--- config.mk ---
export PLATFORM = sky130hd
export DESIGN_NAME = stopwatch_ctrl
export DESIGN_NICKNAME = d
export VERILOG_FILES = /design/src/rtl/stopwatch_ctrl.sv
export SDC_FILE = /design/constraint.sdc
export NUM_CORES = 1
export LEC_CHECK = 0
export BUFFER_PORTS_ARGS = -buffer_cell sky130_fd_sc_hd__buf_2
export CORE_MARGIN = 8
export CORE_UTILIZATION = 58
export CTS_CLUSTER_DIAMETER = 200
export DETAILED_ROUTE_END_ITERATION = 10
export GPL_TIMING_DRIVEN = 0
export PLACE_DENSITY = 0.88
export SLEW_MARGIN = 20
export SYNTH_ARGS = -nofsm -noshare
export SYNTH_HDL_FRONTEND = slang
export SYNTH_SLANG_ARGS = --single-unit
--- constraint.sdc ---
create_clock -name clk -period 6 [get_ports clk]
set_clock_uncertainty 0.2 [all_clocks]
set_input_delay 0.3 -clock clk [delete_from_list [all_inputs] [get_ports clk]]
set_output_delay 0.3 -clock clk [all_outputs]
set_load 0.03 [all_outputs]
--- src/rtl/stopwatch_ctrl.sv ---
// Stopwatch sequencing controller: turns button levels into edge events, runs the
// IDLE/RUN/PAUSE/EXPIRED machine and drives the BCD datapath's tick, dir and clr.
module stopwatch_ctrl #(
  parameter int unsigned TICK_DIV = 10_000_000,
  parameter int unsigned DIV_W    = 24
) (
  input  logic clk,
  input  logic reset,
  input  logic btn_start,
  input  logic btn_stop,
  input  logic btn_clear,
  input  logic mode_down,
  input  logic at_zero,
  input  logic at_max,
  output logic tick,
  output logic dir,
  output logic clr,
  output logic running,
  output logic expired
);

  typedef enum logic [1:0] {StIdle, StRun, StPause, StExpired} state_e;

  localparam logic [DIV_W-1:0] PrescLast = DIV_W'(TICK_DIV - 1);

  state_e           state_q, state_d;
  logic [DIV_W-1:0] presc_q, presc_d;
  logic             start_prev_q, stop_prev_q, clear_prev_q;
  logic             start_ev, stop_ev, clear_ev;
  logic             tick_q, tick_d;
  logic             clr_q, clr_d;
  logic             dir_q, dir_d;
  logic             running_q, expired_q;
  logic             terminal;

  assign start_ev = btn_start & ~start_prev_q;
  assign stop_ev  = btn_stop & ~stop_prev_q;
  assign clear_ev = btn_clear & ~clear_prev_q;

  always_comb begin
    state_d  = state_q;
    presc_d  = presc_q;
    tick_d   = 1'b0;
    clr_d    = 1'b0;
    dir_d    = dir_q;
    terminal = dir_q ? at_zero : at_max;
    unique case (state_q)
      StIdle: begin
        dir_d = mode_down;
        if (clear_ev) begin
          clr_d   = 1'b1;
          presc_d = '0;
        end else if (start_ev && !stop_ev && !(mode_down && at_zero)) begin
          state_d = StRun;
          presc_d = '0;
        end
      end
      StRun: begin
        // Terminal check pre-empts the tick so the datapath never wraps.
        if (terminal) begin
          state_d = StExpired;
        end else if (stop_ev) begin
          state_d = StPause;
        end else if (presc_q == PrescLast) begin
          presc_d = '0;
          tick_d  = 1'b1;
        end else begin
          presc_d = presc_q + DIV_W'(1);
        end
      end
      StPause: begin
        if (clear_ev) begin
          state_d = StIdle;
          clr_d   = 1'b1;
          presc_d = '0;
        end else if (start_ev && !stop_ev) begin
          state_d = StRun;
        end
      end
      StExpired: begin
        if (clear_ev) begin
          state_d = StIdle;
          clr_d   = 1'b1;
          presc_d = '0;
        end
      end
      default: state_d = StIdle;
    endcase
  end

  always_ff @(posedge clk) begin
    if (reset) begin
      state_q      <= StIdle;
      presc_q      <= '0;
      start_prev_q <= 1'b0;
      stop_prev_q  <= 1'b0;
      clear_prev_q <= 1'b0;
      tick_q       <= 1'b0;
      clr_q        <= 1'b0;
      dir_q        <= 1'b0;
      running_q    <= 1'b0;
      expired_q    <= 1'b0;
    end else begin
      state_q      <= state_d;
      presc_q      <= presc_d;
      start_prev_q <= btn_start;
      stop_prev_q  <= btn_stop;
      clear_prev_q <= btn_clear;
      tick_q       <= tick_d;
      clr_q        <= clr_d;
      dir_q        <= dir_d;
      running_q    <= (state_d == StRun);
      expired_q    <= (state_d == StExpired);
    end
  end

  assign tick    = tick_q;
  assign clr     = clr_q;
  assign dir     = dir_q;
  assign running = running_q;
  assign expired = expired_q;

endmodule

==> results of run 1 <==
[cells in the mapped netlist, drive strengths merged]
library cell | n | area share
nor4bb | 1 | 0.0056
a21oi | 16 | 0.045
clkbuf | 9 | 0.020
nor4 | 1 | 0.012
o211ai | 2 | 0.0085
dfxtp | 34 | 0.38
nor4b | 1 | 0.0049
ha | 1 | 0.0071
nor2b | 5 | 0.018
o21a | 1 | 0.0042
and2 | 3 | 0.011
a41oi | 3 | 0.030
o2111ai | 1 | 0.0049
a31oi | 3 | 0.011
buf | 5 | 0.018
nand4b | 3 | 0.015
a2111oi | 4 | 0.020
or3 | 1 | 0.0035
nor3b | 1 | 0.0042
nand4 | 6 | 0.021
nor3 | 3 | 0.0085
mux2i | 2 | 0.011
a211oi | 4 | 0.017
nand2 | 13 | 0.028
or4b | 1 | 0.0078
nor2 | 17 | 0.036
o221a | 1 | 0.0064
a21o | 1 | 0.0042
inv | 5 | 0.011
and3 | 3 | 0.011
nand2b | 4 | 0.014
o2111a | 1 | 0.0064
or4 | 6 | 0.026
o21ai | 6 | 0.019
xnor2 | 9 | 0.044
a311o | 1 | 0.0056
o31ai | 6 | 0.025
nand3 | 15 | 0.042
and4 | 6 | 0.030
[layer usage]
layer	part of all wire	wire length, um	track usage
met5	0	0	0
met1	0.46	1785	0.2081
met3	0.074	288	0.05160
met4	0.019	74	0.07159
met2	0.45	1769	0.2418
[power breakdown]
group	internal [W]	switching, W	leakage, nW
Clock	0.0000568	0.0000794	0.0353
Sequential	0.000230	0.00000295	0.276
Combinational	0.0000153	0.0000331	0.332
Total	0.000302	0.000115	0.643
[worst register-to-register path: cells and delay by family, from the launching register on]
family                 cells  cell delay, ps
AO/OA/AOI/OAI              2             690
buffers and inverters      1             210
AND/OR/NAND/NOR            3             950
flip-flops                 1             360
[worst min path at each step]
| stage | start | endpoint | slack, ps | cells past startpoint |
|---|---|---|---|---|
| after CTS | btn_start | start_prev_q | 0.9 | 2 |
| after global routing | mode_down | dir | 20 | 3 |
| after floorplan | reset | clear_prev_q | 180 | 1 |
| after detailed placement | clear_prev_q | clr | 230 | 1 |
| after global placement | clear_prev_q | clr | 220 | 1 |
| final | btn_start | start_prev_q | -2 | 2 |
[logic make-up after synthesis]
| kind of cell | count (synthesis) | share of synthesized area |
|---|---|---|
| simple gates | 90 | 0.2980 |
| compound gates | 50 | 0.2069 |
| flops | 34 | 0.3842 |
| buf+inv | 19 | 0.04802 |
| xor+xnor | 9 | 0.04449 |
| mux | 2 | 0.01130 |
| fa+ha+maj | 1 | 0.007061 |
[cells in the final DEF (no fill, tap or decap), types with 5 or more instances in the layout]
cell / synthesis / final
nand3_1: 15 / 15
nor2_1: 17 / 17
a21oi_1: 16 / 16
inv_1: 5 / 5
clkbuf_1: 8 / 9
clkbuf_4: 0 / 5
dfxtp_1: 34 / 34
o31ai_1: 6 / 6
buf_2: 4 / 16
o21ai_0: 5 / 5
nand4_1: 6 / 6
xnor2_1: 9 / 9
nor2b_1: 5 / 5
or4_1: 5 / 5
nand2_1: 13 / 13
and4_1: 5 / 5
[repair_timing]
item                       4_1_cts  5_1_grt
setup endpoints to repair        0        0
hold buffers                     1        0
hold endpoints to repair         1        0
[layout make-up]
class                      instances  area [sq um]
inverter                           5         18.77
multi-input combinational        152          1006
clock inverter                     1         5.005
clock buffer                       7         55.05
fill                             240          1035
buffer                            14         66.31
sequential                        34         680.7
timing repair buffer              13         70.07
tap                               33         41.29
[per-stage QoR]
| step | total power (W) | setup slack (ps) | area, sq um |
|---|---|---|---|
| finish | 0.0004171 | 3473 | 1943 |
| global route | 0.0004352 | 3338 | 1943 |
| CTS | 0.0004187 | 3470 | 1943 |
| detailed placement | 0.0002850 | 3508 | 1873 |
| global placement | 0.0002845 | 3499 | 1873 |
| floorplan | 0.0002699 | 3798 | 1772 |
[flip-flops by register name, summed over array words and instances (netlist names)]
| signal | flops |
|---|---|
| running | 1 |
| clr | 1 |
| dir | 1 |
| state_q | 2 |
| stop_prev_q | 1 |
| start_prev_q | 1 |
| clear_prev_q | 1 |
| tick | 1 |
| expired | 1 |
| presc_q | 24 |
==> results_dict.tcl, run 1 <==
set metrics [dict create \
    outcome "complete, but fails checks" \
    violations "negative hold slack" \
    viasPerCell 6.332 \
    clock_sinks 34 \
    core_area_sq_um 2978 \
    ys_ff_latch 34 \
    totalWireLength_mm 3.918 \
    post_cts_buffers 0 \
    avgSynthCellArea_sq_um 8.642 \
    report.final.slew_viol_count 0 \
    path_depth 6 \
    arrival_ps 2570 \
    synth_area_sq_um 1772 \
    path_clk_slew_ps 110 \
    grt_pass1_vias 1476 \
    critPathKind "reg -> reg" \
    antenna_found_initial 0 \
    drive_gt1_frac 0.1460 \
    grt_overflow 0 \
    num_vias 1640 \
    dr.pass1.iters 5 \
    root_buffer "clkbuf_4" \
    cts_max_path_buffers 2 \
    rsz0062_at_grt "no" \
    reg2reg_depth 6 \
    slew_headroom 0.5865 \
    h-tree-depth 2 \
    hold_class "in -> reg" \
    drv_cap 0 \
    yosys_warnings 0 \
    synth_cell_type_count 46 \
    final_util 0.6525 \
    cts_tree "yes" \
    dp_hpwl_mm 2.782 \
    portBuffers 12 \
    cts_made_buffers 5 \
    crit_required_ps 6040 \
    max_freq_ghz 0.3957 \
    area.growth.synth_to_final_pct 9.675 \
    stdcell_count 259 \
    wire_per_inst_um 15.13 \
    grt_max_degree 11 \
    worstReg2RegEnd "presc_q[0]" \
    ys_seq_area_frac 0.3842 \
    clock_latency_ps 350 \
    p_leak_nw 0.6431 \
    holdWs_ps -1.622 \
    endpoint_kind "flip-flop" \
    die_height_um 71.27 \
    nNetsFinal 234 \
    setup.worst_path.end "presc_q[0]" \
    placed_cells 250 \
    setup_tns_ps 0 \
    worst_pin_slew_ps 604.6 \
    grt_pass1_wl_mm 6.706 \
    io_pins 13 \
    ir_drop_v 0.0001287 \
    rows 20 \
    postRouteAntennaNets 0 \
    critPathTopFamily "simple AND/OR/NAND/NOR gates" \
    crit_buf_inv 1 \
    layout_min_cycle_time_ps 2527 \
    drtIter0Drc 162 \
    drc 0 \
    timing.final.crit_share 0.4212 \
    worstPathMaxFanout 10 \
    crit_start "presc_q[21]" \
    grt_usage 0.1624 \
    cp-start-kind "flip-flop" \
    syn-instance-count 205 \
    gp_congestion 0.8714 \
    hold_viol_final 1 \
    crit_path_cell_trace "or4b_4, nor4_4, a41oi_4, o21ai_2, buf_6, nor2_1" \
    dieArea_sq_um 5079 \
    powerDensity_nw_per_um2 214.7 \
    max_stage_delay_ps 560 \
    cp_slowest_cell "or4b_4" \
    rrSetupSlack_ps 3470 \
    die_x_um 71.27 \
    reg2reg_from "presc_q[21]" \
    finalSetupViolCount 0 \
    floorplan.initialDensity 0.5950 \
    n_antenna_cell 0 \
    syn_nets 214 \
    cts_resized 0 \
]
Power figures use the tool's default switching activity.
==> run 2: changes to the inputs <==
--- a/config.mk
+++ b/config.mk
@@ -7,11 +7,11 @@
 export LEC_CHECK = 0
 export BUFFER_PORTS_ARGS = -buffer_cell sky130_fd_sc_hd__buf_2
 export CORE_MARGIN = 8
-export CORE_UTILIZATION = 58
+export CORE_UTILIZATION = 53
 export CTS_CLUSTER_DIAMETER = 200
 export DETAILED_ROUTE_END_ITERATION = 10
 export GPL_TIMING_DRIVEN = 0
-export PLACE_DENSITY = 0.88
+export PLACE_DENSITY = 0.85
 export SLEW_MARGIN = 20
 export SYNTH_ARGS = -nofsm -noshare
 export SYNTH_HDL_FRONTEND = slang
==> constraint.sdc (replaced) <==
create_clock -name clk -period 2.02 [get_ports clk]
set_clock_uncertainty 0.2 [all_clocks]
set_input_delay 0.101 -clock clk [delete_from_list [all_inputs] [get_ports clk]]
set_output_delay 0.101 -clock clk [all_outputs]
set_load 0.03 [all_outputs]
==> results_dict.tcl, run 2 (synthesized netlist as in run 1, its figures left out) <==
set metrics [dict create \
    powerDensity_nw_per_um2 613.4 \
    antenna_found_initial 0 \
    num_vias 1792 \
    reg2reg_depth 7 \
    root_buffer "clkbuf_4" \
    grt_pass1_wl_mm 7.741 \
    worstReg2RegEnd "presc_q[12]" \
    min_from "btn_stop" \
    path_clk_slew_ps 110 \
    totalWireLength_mm 4.854 \
    grt_max_degree 12 \
    cts_made_buffers 5 \
    grt_overflow 0 \
    drive_gt1_frac 0.3292 \
    gp_congestion 0.9141 \
    clock_latency_ps 340 \
    final_util 0.7013 \
    grt.busiest_layer "met2" \
    final_cell_mix "25 x dfxtp_1, 16 x nor2_1, 15 x nand3_1, 13 x nand2_1, 13 x buf_2" \
    violations "negative setup slack" \
    hold_viol_final 0 \
    h-tree-depth 2 \
    grtUsageMet2 0.3169 \
    floorplan.initialDensity 0.5394 \
    viasPerCell 6.201 \
    grt_use_met1 0.2022 \
    outcome "complete, but fails checks" \
    wire_per_inst_um 16.80 \
    max_freq_ghz 0.4354 \
    worst_pin_slew_ps 541.4 \
    hold_depth 4 \
    dp_hpwl_mm 2.809 \
    setup_tns_ps -5417 \
    p_leak_nw 0.7696 \
    cts_max_path_buffers 2 \
    n_antenna_cell 0 \
    core_area_sq_um 3284 \
    stdcell_count 289 \
    top_register "presc_q" \
    hold_class "in -> reg" \
    area.growth.synth_to_final_pct 30.01 \
    grt_usage 0.1867 \
    clock_sinks 34 \
    largest_reg_flops 24 \
    reg_top3 "presc_q: 24 flops, state_q: 2 flops" \
    hold-path-endpoint "state_q[0]" \
    die_x_um 73.82 \
    grt_pass1_vias 1716 \
    setup_slack_ps -276.7 \
    portBuffers 12 \
    ir_drop_v 0.0004156 \
    arrival_ps 2340 \
    grtUsageMet3 0.06412 \
    rsz0062_at_grt "yes" \
    cts_tree "yes" \
    worstPathMaxFanout 5 \
    postRouteAntennaNets 0 \
    report.final.slew_viol_count 0 \
    nNetsFinal 251 \
    drv_cap 0 \
    layout_min_cycle_time_ps 2297 \
    drc 0 \
    place_ws_ps -443.2 \
    critPathKind "reg -> reg" \
    final_common_cell "dfxtp_1" \
    slew_headroom 0.6391 \
    timing.final.crit_share 1.137 \
    rows 21 \
    endpoint_kind "flip-flop" \
    reg2reg_from "presc_q[13]" \
    cp-start-kind "flip-flop" \
    dr.pass1.iters 4 \
    crit_required_ps 2060 \
    drtIter0Drc 110 \
    io_pins 13 \
    rrSetupSlack_ps -280 \
    placed_cells 263 \
    finalSetupViolCount 22 \
    dieArea_sq_um 5449 \
    die_height_um 73.82 \
]
[run 2: changes by cell type in the layout (fill, tap and decap cells not counted), sizes merged]
| cell | change |
|---|---|
| dlygate4sd3 | +6 |
| clkinv | +1 |
| clkbuf | -4 |
| bufinv | +1 |
| buf | +13 |
[run 2: where the power goes]
group / total [W] / switching, W / internal (W)
combinational: 0.000232 / 0.000134 / 0.0000975
sequential: 0.000692 / 0.0000102 / 0.000681
clock: 0.000489 / 0.000233 / 0.000256
[run 2: final cells by class]
| cell class | count | area [sq um] |
|---|---|---|
| multi-input cells | 152 | 1126 |
| fillers | 255 | 980.9 |
| flip-flops and latches | 34 | 694.4 |
| repair buffers | 33 | 257.7 |
| plain buffers | 11 | 71.32 |
| well taps | 46 | 57.56 |
| clock inverters | 3 | 40.04 |
| clock buffers | 5 | 37.54 |
| inverters | 5 | 18.77 |
[run 2: repair_timing]
item / in CTS / in global routing
pin swaps: 8 / 1
endpoints found under the setup margin: 25 / 25
resized for setup: 33 / 20
endpoints found under the hold margin: 9 / 0
setup buffers: 11 / 2
gates cloned: 1 / 0
hold buffers: 7 / 0
[run 2: worst max-delay path: stages (launching register included)]
cell     delay, ps
dfxtp_2        340
or4_4          540
nor4_4         380
a41oi_4        230
o21ai_4        210
buf_6          140
buf_8          120
nor2_1          40
[run 2: worst max-delay path by stage]
stage                           start           to  slack, ps
final                     presc_q[13]  presc_q[12]       -280
after global routing      presc_q[13]   presc_q[0]       -310
after CTS                 presc_q[13]  presc_q[16]       -250
after detailed placement  stop_prev_q   presc_q[6]       -440
after global placement    stop_prev_q   presc_q[7]       -420
after floorplan           presc_q[16]  presc_q[16]       -160
[run 2: layer usage]
layer	vias up	part of all wire
met1	868	0.40
met3	12	0.072
met2	68	0.51
met5	-	0
li1	844	-
met4	0	0.021
[run 2: metrics by stage]
stage | instance area [sq um] | total power (W) | hold slack, ps
6_report | 2303 | 0.001413 | 64.12
5_1_grt | 2303 | 0.001479 | 61.48
4_1_cts | 2246 | 0.001398 | 29.50
3_5_place_dp | 1903 | 0.0008520 | 162.8
3_3_place_gp | 1903 | 0.0008491 | 150.3
2_1_floorplan | 1785 | 0.0008055 | -15.91
